===== src/rtl/picomips_ctrl.sv =====
// picoMips fetch/decode sequencer: FETCH -> LOAD -> EXEC, one instruction per three cycles.
// Drives the ALU control bundle from the instruction register and owns the PC.
module picomips_ctrl #(
  parameter int PC_W        = 8,
  parameter int SYNC_STAGES = 2
) (
  input  logic            Clock,
  input  logic            nReset,
  input  logic            Run,
  input  logic            SwReady,
  output logic [PC_W-1:0] ProgAddr,
  input  logic [15:0]     ProgData,
  output logic [7:0]      Imm,
  output logic [2:0]      Func,
  output logic [3:0]      RegAddr,
  output logic            RegWE,
  output logic            WE,
  output logic            SelSW,
  output logic            SelImm,
  output logic            UseMul,
  output logic            UseACC,
  output logic            Waiting
);

  typedef enum logic [1:0] {FETCH, LOAD, EXEC} state_t;

  localparam logic [3:0] OP_LDSW = 4'h1;
  localparam logic [3:0] OP_LDI  = 4'h2;
  localparam logic [3:0] OP_ADDI = 4'h3;
  localparam logic [3:0] OP_ADDR = 4'h4;
  localparam logic [3:0] OP_MULI = 4'h5;
  localparam logic [3:0] OP_WTH  = 4'h6;
  localparam logic [3:0] OP_WTL  = 4'h7;
  localparam logic [3:0] OP_JMP  = 4'h8;
  localparam logic [3:0] OP_STR  = 4'h9;

  state_t                 state_reg;
  logic [PC_W-1:0]        pc_reg;
  logic [15:0]            ir_reg;
  logic [SYNC_STAGES-1:0] sync_reg;
  logic                   we_reg;
  logic                   sel_sw_reg;
  logic                   sel_imm_reg;
  logic                   use_mul_reg;
  logic                   use_acc_reg;
  logic                   reg_we_reg;
  logic [2:0]             func_reg;
  logic                   waiting_reg;

  logic                   sw_sync;
  logic                   sw_sync_next;
  logic [3:0]             ir_op;

  assign sw_sync      = sync_reg[SYNC_STAGES-1];
  assign sw_sync_next = sync_reg[SYNC_STAGES-2];
  assign ir_op        = ir_reg[15:12];

  // Bundle order: {WE, SelSW, SelImm, UseMul, UseACC, RegWE}
  function automatic logic [5:0] decode(input logic [3:0] op);
    case (op)
      OP_LDSW: decode = 6'b110000;
      OP_LDI:  decode = 6'b101000;
      OP_ADDI: decode = 6'b101010;
      OP_ADDR: decode = 6'b100010;
      OP_MULI: decode = 6'b100110;
      OP_STR:  decode = 6'b000001;
      default: decode = 6'b000000;
    endcase
  endfunction

  function automatic logic blocked(input logic [3:0] op, input logic sw);
    blocked = ((op == OP_WTH) && !sw) || ((op == OP_WTL) && sw);
  endfunction

  // Outputs are registered one edge ahead: the LOAD->EXEC edge decodes ProgData,
  // and Waiting looks at the synchroniser stage that becomes visible next cycle.
  always_ff @(posedge Clock or negedge nReset) begin
    if (!nReset) begin
      state_reg   <= FETCH;
      pc_reg      <= '0;
      ir_reg      <= '0;
      sync_reg    <= '0;
      we_reg      <= 1'b0;
      sel_sw_reg  <= 1'b0;
      sel_imm_reg <= 1'b0;
      use_mul_reg <= 1'b0;
      use_acc_reg <= 1'b0;
      reg_we_reg  <= 1'b0;
      func_reg    <= '0;
      waiting_reg <= 1'b0;
    end else begin
      sync_reg <= {sync_reg[SYNC_STAGES-2:0], SwReady};
      case (state_reg)
        FETCH: begin
          if (Run) state_reg <= LOAD;
        end
        LOAD: begin
          ir_reg    <= ProgData;
          state_reg <= EXEC;
          {we_reg, sel_sw_reg, sel_imm_reg, use_mul_reg, use_acc_reg, reg_we_reg}
                    <= decode(ProgData[15:12]);
          func_reg    <= ProgData[10:8];
          waiting_reg <= blocked(ProgData[15:12], sw_sync_next);
        end
        EXEC: begin
          if (blocked(ir_op, sw_sync)) begin
            waiting_reg <= blocked(ir_op, sw_sync_next);
          end else begin
            if (ir_op == OP_JMP) pc_reg <= PC_W'(ir_reg[7:0]);
            else                 pc_reg <= pc_reg + PC_W'(1);
            state_reg   <= FETCH;
            we_reg      <= 1'b0;
            sel_sw_reg  <= 1'b0;
            sel_imm_reg <= 1'b0;
            use_mul_reg <= 1'b0;
            use_acc_reg <= 1'b0;
            reg_we_reg  <= 1'b0;
            func_reg    <= '0;
            waiting_reg <= 1'b0;
          end
        end
        default: state_reg <= FETCH;
      endcase
    end
  end

  assign ProgAddr = pc_reg;
  assign Imm      = ir_reg[7:0];
  assign RegAddr  = ir_reg[11:8];
  assign Func     = func_reg;
  assign WE       = we_reg;
  assign SelSW    = sel_sw_reg;
  assign SelImm   = sel_imm_reg;
  assign UseMul   = use_mul_reg;
  assign UseACC   = use_acc_reg;
  assign RegWE    = reg_we_reg;
  assign Waiting  = waiting_reg;

endmodule


===== config.mk =====
export PLATFORM = sky130hd
export DESIGN_NAME = picomips_ctrl
export DESIGN_NICKNAME = d
export VERILOG_FILES = /design/src/rtl/picomips_ctrl.sv
export SDC_FILE = /design/constraint.sdc
export NUM_CORES = 1
export LEC_CHECK = 0
export CAP_MARGIN = 40
export CORE_ASPECT_RATIO = 1.25
export CORE_MARGIN = 2
export CORE_UTILIZATION = 51
export DETAILED_ROUTE_END_ITERATION = 16
export PLACE_DENSITY = 0.84
export SLEW_MARGIN = 20
export SYNTH_ARGS = -nofsm -noshare
export SYNTH_HDL_FRONTEND = slang
export SYNTH_SLANG_ARGS = --single-unit

===== constraint.sdc =====
create_clock -name Clock -period 2.95 [get_ports Clock]
set_input_delay 0.4425 -clock Clock [delete_from_list [all_inputs] [get_ports Clock]]
set_output_delay 0.4425 -clock Clock [all_outputs]
set_load 0.005 [all_outputs]

==> flow_summary.toml <==
[final_layout]
stdcell_count = 251
flip_flop_count_of_the_largest_register_all_copies_and_words_added = 16
antenna_cells = 0
flow.area_growth_from_synthesis_pct = 31.6
final_cell_mix = "sky130_fd_sc_hd__clkdlybuf4s50_1 (48), sky130_fd_sc_hd__dfrtp_1 (38), sky130_fd_sc_hd__mux2_2 (18)"
fillCellCount = 276
nNetsFinal = 235
final_common_cell = "sky130_fd_sc_hd__clkdlybuf4s50_1"
drive_above_1_share_pct = 15.1

[detailed_routing]
post-route-drc-count = 0
detailroute.via_count = 1472
drt-pass1-iter-count = 4
routedWlPerCell_um = 16.5
drt.antenna.violating_nets = 0
routed_wirelength_um = 4130
dr.first_iter.drc_count = 43
via_per_inst = 5.86

[worst_setup_path]
ff2ff_setup_slack_ns = 1.12
worst_ep_arrival_time_ns = 1.99
setup.worst_path.end_class = "flop"
crit_path_max_fanout = 16
worstPathRequired_ns = 3.11
worst-setup-path-type = "reg -> reg"
timing.critical_path.from_type = "flop"

[outcome]
status = "finished clean"

[placement]
numPlacedInstances = 241
placement.io_buffers = 49
place.gp.congestion = 0.794
post-dp-hpwl_um = 2910

[die]
placement_rows = 24
die_w_um = 57.9
fp.dieH_um = 71.4
top_level_ports = 50
die_area_um2 = 4140
initial_cell_density_of_the_core_pct = 53.2
core_region_area_um2 = 3480

[cts]
clk_root_buffer_cell = "sky130_fd_sc_hd__clkbuf_8"
clkSlewWorstSetupHoldPaths_ns = 0.08
cts_setup_buffers = 0
ctsHtreeMaxLevel = 2
postCtsResizedCells = 0
tritoncts = "built"
number_of_buffers_created_by_cts = 5
ctsHoldBuffers = 0
clock_path_buffers = 2
clock_insertion_delay_worst_skew_ns = 0.30
clock-sinks = 38

[synthesis]
synth_top_area_share_pct = 51.3
synth-seq-cells = 38
yosysWarningCount = 0
postSynthAreaPerCell_um2 = 10.7
synth_fa_ha_area_share_pct = 2.70
synth_top_family_by_area = "compound AO/OA/AOI/OAI gates"
yosys.area_share.simple_pct = 11.3
synth_top_area_cell = "sky130_fd_sc_hd__dfrtp_1"
synth_compound_area_share_pct = 13.4
synth.cell_area_um2 = 1850
synth.mux.area_fraction_pct = 10.9
post_synth_xor_area_fraction_pct = 1.42
synthesis.nets = 197
synth_area_leaders = "sky130_fd_sc_hd__dfrtp_1 (51%), sky130_fd_sc_hd__mux2_2 (11%), sky130_fd_sc_hd__buf_4 (4.9%)"
syn_inst = 173
synth.yosys.seq_area_share_pct = 51.3
yosysUniqueCellTypes = 37

[power]
static-leakage-power_nw = 1.03
p_total_mw = 2.58
irDropWorstVdd_uv = 768
power-per-cell-area_nw_per_um2 = 1060

[sta]
post-route-min-period_ns = 1.83
setup_viol = 0
worst_slew_pin_slew_ns = 0.606
timing.final.crit_share_pct = 62.0
worst_clock_skew_ns = 0.00403
finalHoldViolations = 0
fmax_mhz = 547
slew_headroom_pct = 59.6
drv_slew = 0
setup_repair_after_global_routing_missed_its_margin = "false"
setup-tns-final_ns = 0

[global_routing]
grt_max_degree = 39
gr-usage-all-layers_pct = 22.2
grt_first_pass_wirelength_um = 6950
number_of_antenna_violations_at_the_first_check_in_global_routing = 0
number_of_global_route_vias_before_repair = 1509
grt_remaining_overflow = 0

[job]
cap_viol_max_count = 0

[min_path]
hp-class = "in -> async"
cell usage after synthesis, drive strengths merged:
master / number
nand4: 1
o32ai: 2
o41ai: 2
nand3b: 1
a32o: 1
o21a: 2
nand3: 9
o31ai: 1
mux2: 18
xor2: 3
nor3b: 1
o21ai: 15
nand2: 10
nand2b: 2
a2bb2oi: 2
dfrtp: 38
inv: 8
or2b: 1
and2: 3
a21oi: 12
buf: 15
or4b: 1
nor4b: 1
a31o: 1
clkbuf: 7
nor4: 2
a31oi: 1
and4: 1
ha: 4
o22ai: 2
nor3: 3
nor2: 3
power breakdown:
group | total, mW | internal (mW) | switching [mW]
registers | 0.953 | 0.752 | 0.201
clock network | 0.551 | 0.361 | 0.190
logic | 1.08 | 0.637 | 0.441
total | 2.58 | 1.75 | 0.833
path summary, 6_finish.rpt:
path / startpoint / to / cells after the start
setup / recovery: ir_reg[12]$_DFFE_PN0P_ / ProgAddr[3]$_DFFE_PN0P_ / 4
hold / removal: nReset / ir_reg[4]$_DFFE_PN0P_ / 1
setup reg to reg: ir_reg[12]$_DFFE_PN0P_ / ProgAddr[3]$_DFFE_PN0P_ / 4
hold reg to reg: sync_reg[0]$_DFF_PN0_ / sync_reg[1]$_DFF_PN0_ / 0
max in group asynchronous: nReset / ir_reg[0]$_DFFE_PN0P_ / 2
min in group Clock: sync_reg[0]$_DFF_PN0_ / sync_reg[1]$_DFF_PN0_ / 0
routing by layer:
layer	track usage, %	vias up	wire length, um
li1	-	679	-
met1	24.4	721	1570
met2	39.3	64	2220
met3	5.96	8	258
met4	10.1	0	85
met5	0	-	0
through the flow:
stage	area, um2	setup slack [ns]	hold WS [ns]	util, %
5_1_grt	2440	1.03	0.0727	70.1
4_1_cts	2410	1.14	0.264	69.1
2_1_floorplan	1850	1.25	0.147	-
3_3_place_gp	2260	1.22	0.430	64.8
3_5_place_dp	2270	1.15	0.448	65.1
6_report	2440	1.12	0.0564	70.1
worst max-delay path, cell delays in order, from the launching register on:
cell and delay, ns:
sky130_fd_sc_hd__dfrtp_1 0.44, sky130_fd_sc_hd__or4b_1 0.77, sky130_fd_sc_hd__and2_1 0.24, sky130_fd_sc_hd__o21ai_0 0.13
sky130_fd_sc_hd__o21ai_0 0.10
area by class of cell:
type | instances | area [um2] | share of cell area, %
clock buffers | 6 | 82.6 | 3.38
clock inverters | 2 | 60.1 | 2.46
inverters | 8 | 30.0 | 1.23
multi-input cells | 105 | 736 | 30.1
flip-flops and latches | 38 | 951 | 39.0
well taps | 39 | 48.8 | 2.00
repair buffers | 53 | 533 | 21.8
logic make-up (layout without fill, tap and decap cells):
logic type	after synthesis	in the layout
muxes	18	18
xor gates and xnor gates	3	3
DFF	38	38
adders and majority gates	4	4
and+or+nand+nor	39	39
AOI/OAI and AO/OA	41	41
buffers and inverters	30	69
(Power assumes the default switching activity.)
